**src/rtl/spi_pkg.sv**
```systemverilog
// spi_pkg: shared FSM encoding, SPI phase constants and width helper for the SPI master
package spi_pkg;
  localparam logic [2:0] IDLE  = 3'd0;
  localparam logic [2:0] LEAD  = 3'd1;
  localparam logic [2:0] SHIFT = 3'd2;
  localparam logic [2:0] TRAIL = 3'd3;
  localparam logic [2:0] GAP   = 3'd4;
  localparam bit CPHA_LEAD_SAMPLE = 1'b0;
  localparam bit CPHA_LEAD_SHIFT  = 1'b1;
  function automatic int clogb2(input int v);
    int r;
    r = 0;
    for (int x = v - 1; x > 0; x = x >> 1) r++;
    return (r < 1) ? 1 : r;
  endfunction
endpackage

```
**src/rtl/zrb_spi_tick_gen.sv**
```systemverilog
// zrb_spi_tick_gen: CLK_DIV down-counter with synchronous clear emitting a one-cycle tick
module zrb_spi_tick_gen
  import spi_pkg::*;
#(
  parameter int CLK_DIV = 4
) (
  input  logic clk,
  input  logic reset,
  input  logic clear,
  output logic tick
);
  localparam int W = clogb2(CLK_DIV);
  localparam logic [W-1:0] LOAD = W'(CLK_DIV - 1);
  logic [W-1:0] cnt;
  assign tick = !clear && cnt == '0;
  always_ff @(posedge clk) begin
    if (reset) cnt <= '0;
    else if (clear || tick) cnt <= LOAD;
    else cnt <= cnt - 1'b1;
  end
endmodule

```
**src/rtl/zrb_spi_master.sv**
```systemverilog
// zrb_spi_master: SPI bus master generating SCK/CS, shifting a word out MSB-first and capturing the reply
module zrb_spi_master
  import spi_pkg::*;
#(
  parameter int NUM_BITS = 8,
  parameter bit CPOL     = 1'b0,
  parameter bit CPHA     = 1'b0,
  parameter int CLK_DIV  = 4
) (
  input  logic                clk,
  input  logic                reset,
  input  logic                start,
  input  logic [NUM_BITS-1:0] data_in,
  output logic                busy,
  output logic                done,
  output logic [NUM_BITS-1:0] data_out,
  output logic                sck,
  output logic                cs,
  output logic                spi_out,
  input  logic                spi_in
);
  localparam int EW = clogb2(2 * NUM_BITS + 1);
  localparam logic [EW-1:0] EDGES = EW'(2 * NUM_BITS);
  logic [2:0] state;
  logic [EW-1:0] edges;
  logic [NUM_BITS-1:0] tx, rx;
  logic tick, last_edge, sample_edge, shift_edge;
  zrb_spi_tick_gen #(.CLK_DIV(CLK_DIV)) u_tick (
    .clk  (clk),
    .reset(reset),
    .clear(state == IDLE),
    .tick (tick)
  );
  // sck still at idle level means this toggle is the leading edge
  assign sample_edge = (sck == CPOL) ^ (CPHA == CPHA_LEAD_SHIFT);
  assign last_edge = edges == EW'(1);
  assign shift_edge = !sample_edge && !last_edge;
  always_ff @(posedge clk) begin
    if (reset) begin
      state    <= IDLE;
      edges    <= '0;
      tx       <= '0;
      rx       <= '0;
      cs       <= 1'b1;
      sck      <= CPOL;
      spi_out  <= 1'b0;
      busy     <= 1'b0;
      done     <= 1'b0;
      data_out <= '0;
    end else begin
      done <= 1'b0;
      if (state == IDLE) begin
        if (start) begin
          state   <= LEAD;
          busy    <= 1'b1;
          cs      <= 1'b0;
          tx      <= (CPHA == CPHA_LEAD_SAMPLE) ? data_in << 1 : data_in;
          spi_out <= (CPHA == CPHA_LEAD_SAMPLE) ? data_in[NUM_BITS-1] : 1'b0;
        end
      end else if (tick) begin
        case (state)
          LEAD: begin
            state <= SHIFT;
            edges <= EDGES;
          end
          SHIFT: begin
            sck   <= ~sck;
            edges <= edges - 1'b1;
            if (sample_edge) rx <= {rx[NUM_BITS-2:0], spi_in};
            if (shift_edge) begin
              spi_out <= tx[NUM_BITS-1];
              tx      <= tx << 1;
            end
            if (last_edge) state <= TRAIL;
          end
          TRAIL: begin
            cs       <= 1'b1;
            spi_out  <= 1'b0;
            done     <= 1'b1;
            data_out <= rx;
            state    <= GAP;
          end
          GAP: begin
            busy  <= 1'b0;
            state <= IDLE;
          end
          default: state <= IDLE;
        endcase
      end
    end
  end
endmodule

```
**config.mk**
```make
export PLATFORM = sky130hd
export DESIGN_NAME = zrb_spi_master
export DESIGN_NICKNAME = d
export VERILOG_FILES = /design/src/rtl/spi_pkg.sv /design/src/rtl/zrb_spi_tick_gen.sv /design/src/rtl/zrb_spi_master.sv
export SDC_FILE = /design/constraint.sdc
export NUM_CORES = 1
export LEC_CHECK = 0
export ABC_AREA = 0
export ABC_CLOCK_PERIOD_IN_PS = 1600
export BUFFER_PORTS_ARGS = -buffer_cell sky130_fd_sc_hd__buf_2
export CAP_MARGIN = 10
export CORE_UTILIZATION = 50
export DETAILED_ROUTE_END_ITERATION = 16
export GPL_TIMING_DRIVEN = 1
export PLACE_DENSITY = 0.83
export SLEW_MARGIN = 10
export SYNTH_ARGS = -nofsm -noshare
export SYNTH_HDL_FRONTEND = slang
export SYNTH_SLANG_ARGS = --single-unit
export TNS_END_PERCENT = 1
```
**constraint.sdc**
```tcl
create_clock -name clk -period 1.6 [get_ports clk]
set_input_delay 0.24 -clock clk [delete_from_list [all_inputs] [get_ports clk]]
set_output_delay 0.24 -clock clk [all_outputs]
set_load 0.005 [all_outputs]
```
==> results of run 1 <==
-- area by class of cell --
class	count	area, sq um
Clock inverter	1	5.00
Multi-Input combinational cell	122	921
Fill cell	280	1050
Tap cell	44	55.1
Inverter	8	30.0
Clock buffer	7	55.1
Timing Repair Buffer	41	273
Sequential cell	38	763
-- worst max-delay path, stage by stage (launching register included) --
cell and delay [ns]:
dfxtp_2 0.34, inv_1 0.07, ha_2 0.19, or4b_4 0.48, a32oi_2 0.19, nor2_1 0.08, a211oi_1 0.23
-- logic make-up after synthesis --
| group | Yosys count |
|---|---|
| simple gates | 59 |
| compound gates | 47 |
| flops | 38 |
| buf+inv | 19 |
| mux | 8 |
| xor+xnor | 5 |
| fa+ha+maj | 3 |
-- metal layers --
layer / wire length (microns) / up-vias / track usage [%]
met5: 0 / - / 0
met4: 55 / 0 / 6.82
met3: 194 / 5 / 6.40
met2: 1670 / 43 / 35.9
met1: 1680 / 666 / 27.1
li1: - / 708 / -
-- power groups by stage --
stage / Clock, mW / Combinational (mW) / Sequential [mW]
floorplan: 0 / 0.625 / 1.15
global placement: 0 / 0.827 / 1.17
detailed placement: 0 / 0.845 / 1.18
CTS: 0.531 / 0.867 / 1.17
global route: 0.566 / 1.05 / 1.19
finish: 0.511 / 0.942 / 1.17
-- flip-flops by register name (all words and copies together), names as in the netlist --
register and flops:
state 3, u_tick.cnt 2, data_out 8, edges 5, tx 7, spi_out 1, busy 1, done 1
cs 1, sck 1, rx 8
-- worst paths after layout --
kind	slack [ns]	from	endpoint	cells past startpoint
worst max-delay path	-0.07	edges[1]$_SDFFE_PP0P_	state[0]$_SDFFE_PP0P_	6
worst min-delay path	0.13	spi_in	rx[0]$_SDFFE_PP0P_	3
worst max register to register	-0.07	edges[1]$_SDFFE_PP0P_	state[0]$_SDFFE_PP0P_	6
worst min register to register	0.44	u_tick.cnt[0]$_SDFF_PP0_	u_tick.cnt[0]$_SDFF_PP0_	1
-- metrics by stage --
step                      cells  worst slack, ns  utilization (%)   TNS, ns  area [sq um]
after global routing        261           -0.127             66.7    -0.365          2100
final                       261          -0.0665             66.7   -0.0665          2100
after CTS                   260          -0.0154             64.1   -0.0334          2020
after detailed placement    252         -0.00498             61.7  -0.00498          1950
after floorplan             179           0.0917                -         0          1710
after global placement      252           0.0408             61.7         0          1950
-- repair_timing --
| action | in CTS | in global routing |
|---|---|---|
| endpoints found under the setup margin | 4 | 27 |
| hold endpoints to repair | 0 | 0 |
| pin swaps | 2 | 1 |
| resized for setup | 4 | 11 |
| setup buffers | 0 | 1 |
-- synthesized netlist by cell type, drive strengths merged --
cell     instances  area [sq um]
a211oi           2          15.0
or3b             2          17.5
a22o             8          70.1
clkbuf           5          18.8
nor2b            5          31.3
dfxtp           38           761
nand4bb          1          16.3
nor4b            1          15.0
buf              6          50.0
nand2           12          45.0
a21oi           10          50.1
or2              1          6.26
mux2i            8          80.1
nand2b           1          6.26
ha               3          37.5
a2bb2oi          1          8.76
nor2            25           111
xor2             4          35.0
a32oi            1          8.76
or4b             2          23.8
nand3            3          15.0
o21ai           10          50.1
o21a             1          7.51
a31oi            3          18.8
nand4            1          6.26
a221oi           1          8.76
a311oi           7          86.3
and2             1          6.26
nor3b            2          15.0
nor3             2          10.0
xnor2            1          8.76
inv              8          30.0
o31ai            3          36.3
==> run_results.csv, run 1 <==
group,metric,value,unit
finish,drive_gt1_share,33.6,%
placed_design,buffer_ports.inserted,24,
run,maxCapViolations,0,
floorplanning,core_area,3150,sq um
grt,grt-ovfl-total,0,
synth,syn-num-nets,194,
sta,slew_headroom,69.8,%
pwr,cellInternalPower,1.73,mW
clocking,cts_root_buffer,"clkbuf_4",
grt,grt_max_degree,19,
sta,setup_viol,1,
setup_path,worst_ep_required_time,1.85,ns
synth,synth-seq-cells,38,
placed_design,gp_congestion,0.797,
pwr,seqPwrFrac,44.6,%
routing,vias,1422,
floorplanning,ios,25,
finish,nets,231,
synth,synth_top_family_by_area,"compound AO/OA/AOI/OAI gates",
clocking,cts_buffers,5,
pwr,ir_drop,693,uV
sta,fin_crit_sh,104,%
clocking,insertion_delay,0.34,ns
sta,period_needed,1.67,ns
clocking,htreeDepth,2,
setup_path,critPathKind,"flop to flop",
sta,postLayoutSetupSlackWorst,-0.0665,ns
setup_path,critPathLaunchType,"flop",
finish,final_common_cell,"dfxtp_1",
min_path,worstHoldPathType,"input port to flop",
routing,wl_per_cell,13.8,microns
sta,maxSlewViolCount,0,
floorplanning,die_h,60.4,microns
pwr,p_clk_share,19.5,%
pwr,swShare,34.0,%
synth,synthCells,179,
routing,ant_nets,0,
floorplanning,die_x,60.4,microns
status,status,"finished with violations",
routing,drc,0,
sta,worst_slew_pin_slew,0.450,ns
sta,grt_setup_unrepaired,"true",
finish,synthToLayoutAreaGrowth,23.2,%
clocking,cts_tree,"yes",
grt,grt_util_all_layers,21.6,%
grt,grt_pass1_wl,5.91,mm
sta,finalHoldViolCount,0,
clocking,cts.sinks,38,
pwr,comb_power_share,35.9,%
clocking,clockBufferDepth,2,
finish,mostFrequentLayoutCells,"dfxtp_1, buf_2, nor2_1",
floorplanning,start_util,54.1,%
synth,synthesis.area,1710,sq um
finish,diodes,0,
floorplanning,row_count,20,
synth,synth.distinct_cells,42,
routing,drt_wl_total,3.59,mm
grt,antenna_found_initial,0,
sta,finClkSkew,0.00760,ns
grt,grt_pass1_vias,1343,
routing,drt_iter0_markers,71,
clocking,ctsHoldBuffers,0,
synth,synthXorXnorAreaFrac,2.57,%
routing,first_pass_iters,4,
synth,syn_area_per_cell,9.53,sq um
pwr,switching_power,0.893,mW
synth,seq_area_frac_synth,44.6,%
synth,synth-simple-area-share,19.1,%
floorplanning,fp.dieArea,3650,sq um
routing,via_per_inst,5.45,
setup_path,crit_arrival,1.92,ns
pwr,powerDensity,1250,nW/um^2
pwr,power.total,2.62,mW
clocking,clk_pin_slew_worst_paths,0.11,ns
sta,hold_ws,0.134,ns
synth,synth_compound_area_share,21.1,%
placed_design,hpwl,2.42,mm
synth,synthAdderAreaFrac,2.20,%
synth,ys_warn_count,0,
setup_path,path_max_fanout,3,
pwr,p_leak,0.828,nW
sta,fmax,600,MHz
synth,synth_mux_area_share,4.69,%
status,violations,"negative setup slack",
setup_path,cp-end-kind,"flop",
(Power assumes the default switching activity.)
==> run 2, diff against run 1 <==
--- a/config.mk
+++ b/config.mk
@@ -9,6 +9,7 @@
 export ABC_CLOCK_PERIOD_IN_PS = 1600
 export BUFFER_PORTS_ARGS = -buffer_cell sky130_fd_sc_hd__buf_2
 export CAP_MARGIN = 10
+export CORE_ASPECT_RATIO = 0.6
 export CORE_UTILIZATION = 50
 export DETAILED_ROUTE_END_ITERATION = 16
 export GPL_TIMING_DRIVEN = 1
==> run 2 against run 1 <==
The run now ends clean. Worst setup slack gained 0.073 ns. Clock-buffer cell count fell by 2. Combinational power rose by 2.9%. Sequential share of layout area decreased by 1.5 points. Die area is 0.21% higher. Via count rose by 2.5%. Routed wire length increased by 14%. Non-clock buffer count rose by 3. Design area is 4.9% higher. Critical path type unchanged.
==> run_results.csv, run 2 (synthesis results as in run 1) <==
group,metric,value,unit
sta,finClkSkew,0.00772,ns
grt,grt_pass1_wl,5.84,mm
floorplanning,die_h,47.3,microns
setup_path,r2r-end,"tx[2]$_SDFFE_PP0P_",
min_path,worstHoldPathType,"input port to flop",
setup_path,cp-end-kind,"flop",
clocking,htreeDepth,2,
routing,wl_per_cell,15.5,microns
setup_path,path_max_fanout,6,
setup_path,critPathLaunchType,"flop",
grt,antenna_found_initial,0,
floorplanning,fp.dieArea,3660,sq um
placed_design,buffer_ports.inserted,24,
grt,grt_pass1_vias,1220,
sta,fin_crit_sh,99.6,%
setup_path,rrSetupSlack,0.007,ns
clocking,ctsHoldBuffers,0,
pwr,ir_drop,764,uV
grt,grt_util_all_layers,21.7,%
pwr,powerDensity,1430,nW/um^2
sta,slew_headroom,71.3,%
sta,period_needed,1.59,ns
clocking,cts_root_buffer,"clkbuf_8",
placed_design,place_inst,255,
finish,reg_top3,"data_out x8, rx x8, tx x7",
finish,fin_area,2200,sq um
finish,final_common_cell,"dfxtp_1",
clocking,cts_buffers,5,
clocking,insertion_delay,0.29,ns
routing,vias,1458,
routing,drt_iter0_markers,83,
clocking,cts.sinks,38,
clocking,clockBufferDepth,2,
floorplanning,core_area,3260,sq um
finish,fillerInstances,236,
min_path,min_to,"rx[0]$_SDFFE_PP0P_",
routing,drc,0,
status,status,"complete, no violations",
sta,final.setup.tns,0,ns
finish,instances_no_fill,265,
finish,diodes,0,
sta,finalHoldViolCount,0,
placed_design,place_area,1960,sq um
sta,setup_viol,0,
finish,mostFrequentLayoutCells,"dfxtp_1, buf_2, nor2_1, buf_4, nand2_1",
clocking,clk_pin_slew_worst_paths,0.08,ns
placed_design,hpwl,2.65,mm
setup_path,worst_ep_required_time,1.79,ns
grt,grt_util_met3,6.02,%
run,maxCapViolations,0,
sta,fmax,628,MHz
finish,synthToLayoutAreaGrowth,29.2,%
grt,grt-ovfl-total,0,
grt,grt_use_met2,31.3,%
setup_path,critPathKind,"flop to flop",
grt,grt_max_degree,15,
setup_path,rr_worst_depth,7,
finish,nets,234,
pwr,p_leak,0.878,nW
grt,grt.busiest_layer,"met1",
grt,grt_use_met1,31.4,%
routing,first_pass_iters,4,
sta,maxSlewViolCount,0,
placed_design,gp_congestion,0.822,
floorplanning,row_count,16,
routing,drt_wl_total,4.10,mm
setup_path,r2r_start,"u_tick.cnt[0]$_SDFF_PP0_",
routing,ant_nets,0,
pwr,power.total,3.15,mW
min_path,hold_depth,3,
routing,via_per_inst,5.50,
floorplanning,die_x,77.4,microns
floorplanning,start_util,52.3,%
finish,drive_gt1_share,37.7,%
min_path,min_from,"spi_in",
setup_path,crit_arrival,1.78,ns
clocking,cts_tree,"yes",
sta,worst_slew_pin_slew,0.431,ns
sta,grt_setup_unrepaired,"true",
floorplanning,ios,25,
run 2: cell types whose count changed in the layout (fill, tap and decap cells not counted), sizes merged:
cell	change
bufinv	+2
buf	+2
clkbuf	-1
run 2: stage by stage:
step                      hold slack [ns]  utilization (%)  setup WS (ns)
after floorplan                     0.387                -         0.0917
after global placement              0.417             60.1         0.0468
after detailed placement            0.432             60.1        -0.0285
after CTS                           0.198             64.5       -0.00580
after global routing                0.211             67.6        -0.0414
final                               0.196             67.6        0.00654
run 2: final cells by class:
type                    count  area [sq um]  area share (%)
multi-input cells         122           913            41.4
well taps                  45          56.3            2.55
inverters                   8          30.0            1.36
flip-flops and latches     38           767            34.8
clock inverters             3          68.8            3.12
repair buffers             44           300            13.6
clock buffers               5          68.8            3.12
run 2: per-layer routing:
metal | wire length, microns | up-vias | share of wire, %
met5 | 0 | - | 0
met4 | 51 | 0 | 1.2
met3 | 224 | 7 | 5.5
met2 | 1730 | 54 | 42
met1 | 2100 | 683 | 51
li1 | - | 714 | -
run 2: worst max-delay path, stage by stage (launching register included):
cell and delay (ns):
dfxtp_2 0.33, inv_2 0.06, ha_4 0.15, nand4bb_4 0.13
o31ai_4 0.37, buf_12 0.17, nor2_2 0.04, a311oi_2 0.24
run 2: how the worst max path moves through the flow:
stage | from | to | slack (ns) | cells after the start
3_3_place_gp | state[0]$_SDFFE_PP0P_ | tx[2]$_SDFFE_PP0P_ | 0.05 | 5
5_1_grt | u_tick.cnt[0]$_SDFF_PP0_ | tx[2]$_SDFFE_PP0P_ | -0.04 | 7
6_report | u_tick.cnt[0]$_SDFF_PP0_ | tx[2]$_SDFFE_PP0P_ | 0.007 | 7
2_1_floorplan | u_tick.cnt[0]$_SDFF_PP0_ | tx[3]$_SDFFE_PP0P_ | 0.09 | 7
4_1_cts | u_tick.cnt[0]$_SDFF_PP0_ | tx[4]$_SDFFE_PP0P_ | -0.006 | 7
3_5_place_dp | u_tick.cnt[0]$_SDFF_PP0_ | data_out[6]$_SDFFE_PP0P_ | -0.03 | 6
run 2: what timing repair did:
item,4_1_cts,5_1_grt
resized for setup,2,18
setup endpoints to repair,14,19
buffers inserted,0,1
cloned,0,1
pin swaps,0,9
run 2: where the power goes:
group	internal (mW)	total (mW)	switching [mW]	leakage [nW]
clock network	0.625	0.987	0.362	0.0683
registers	1.07	1.19	0.122	0.312
logic	0.469	0.969	0.500	0.498
total	2.16	3.15	0.984	0.878
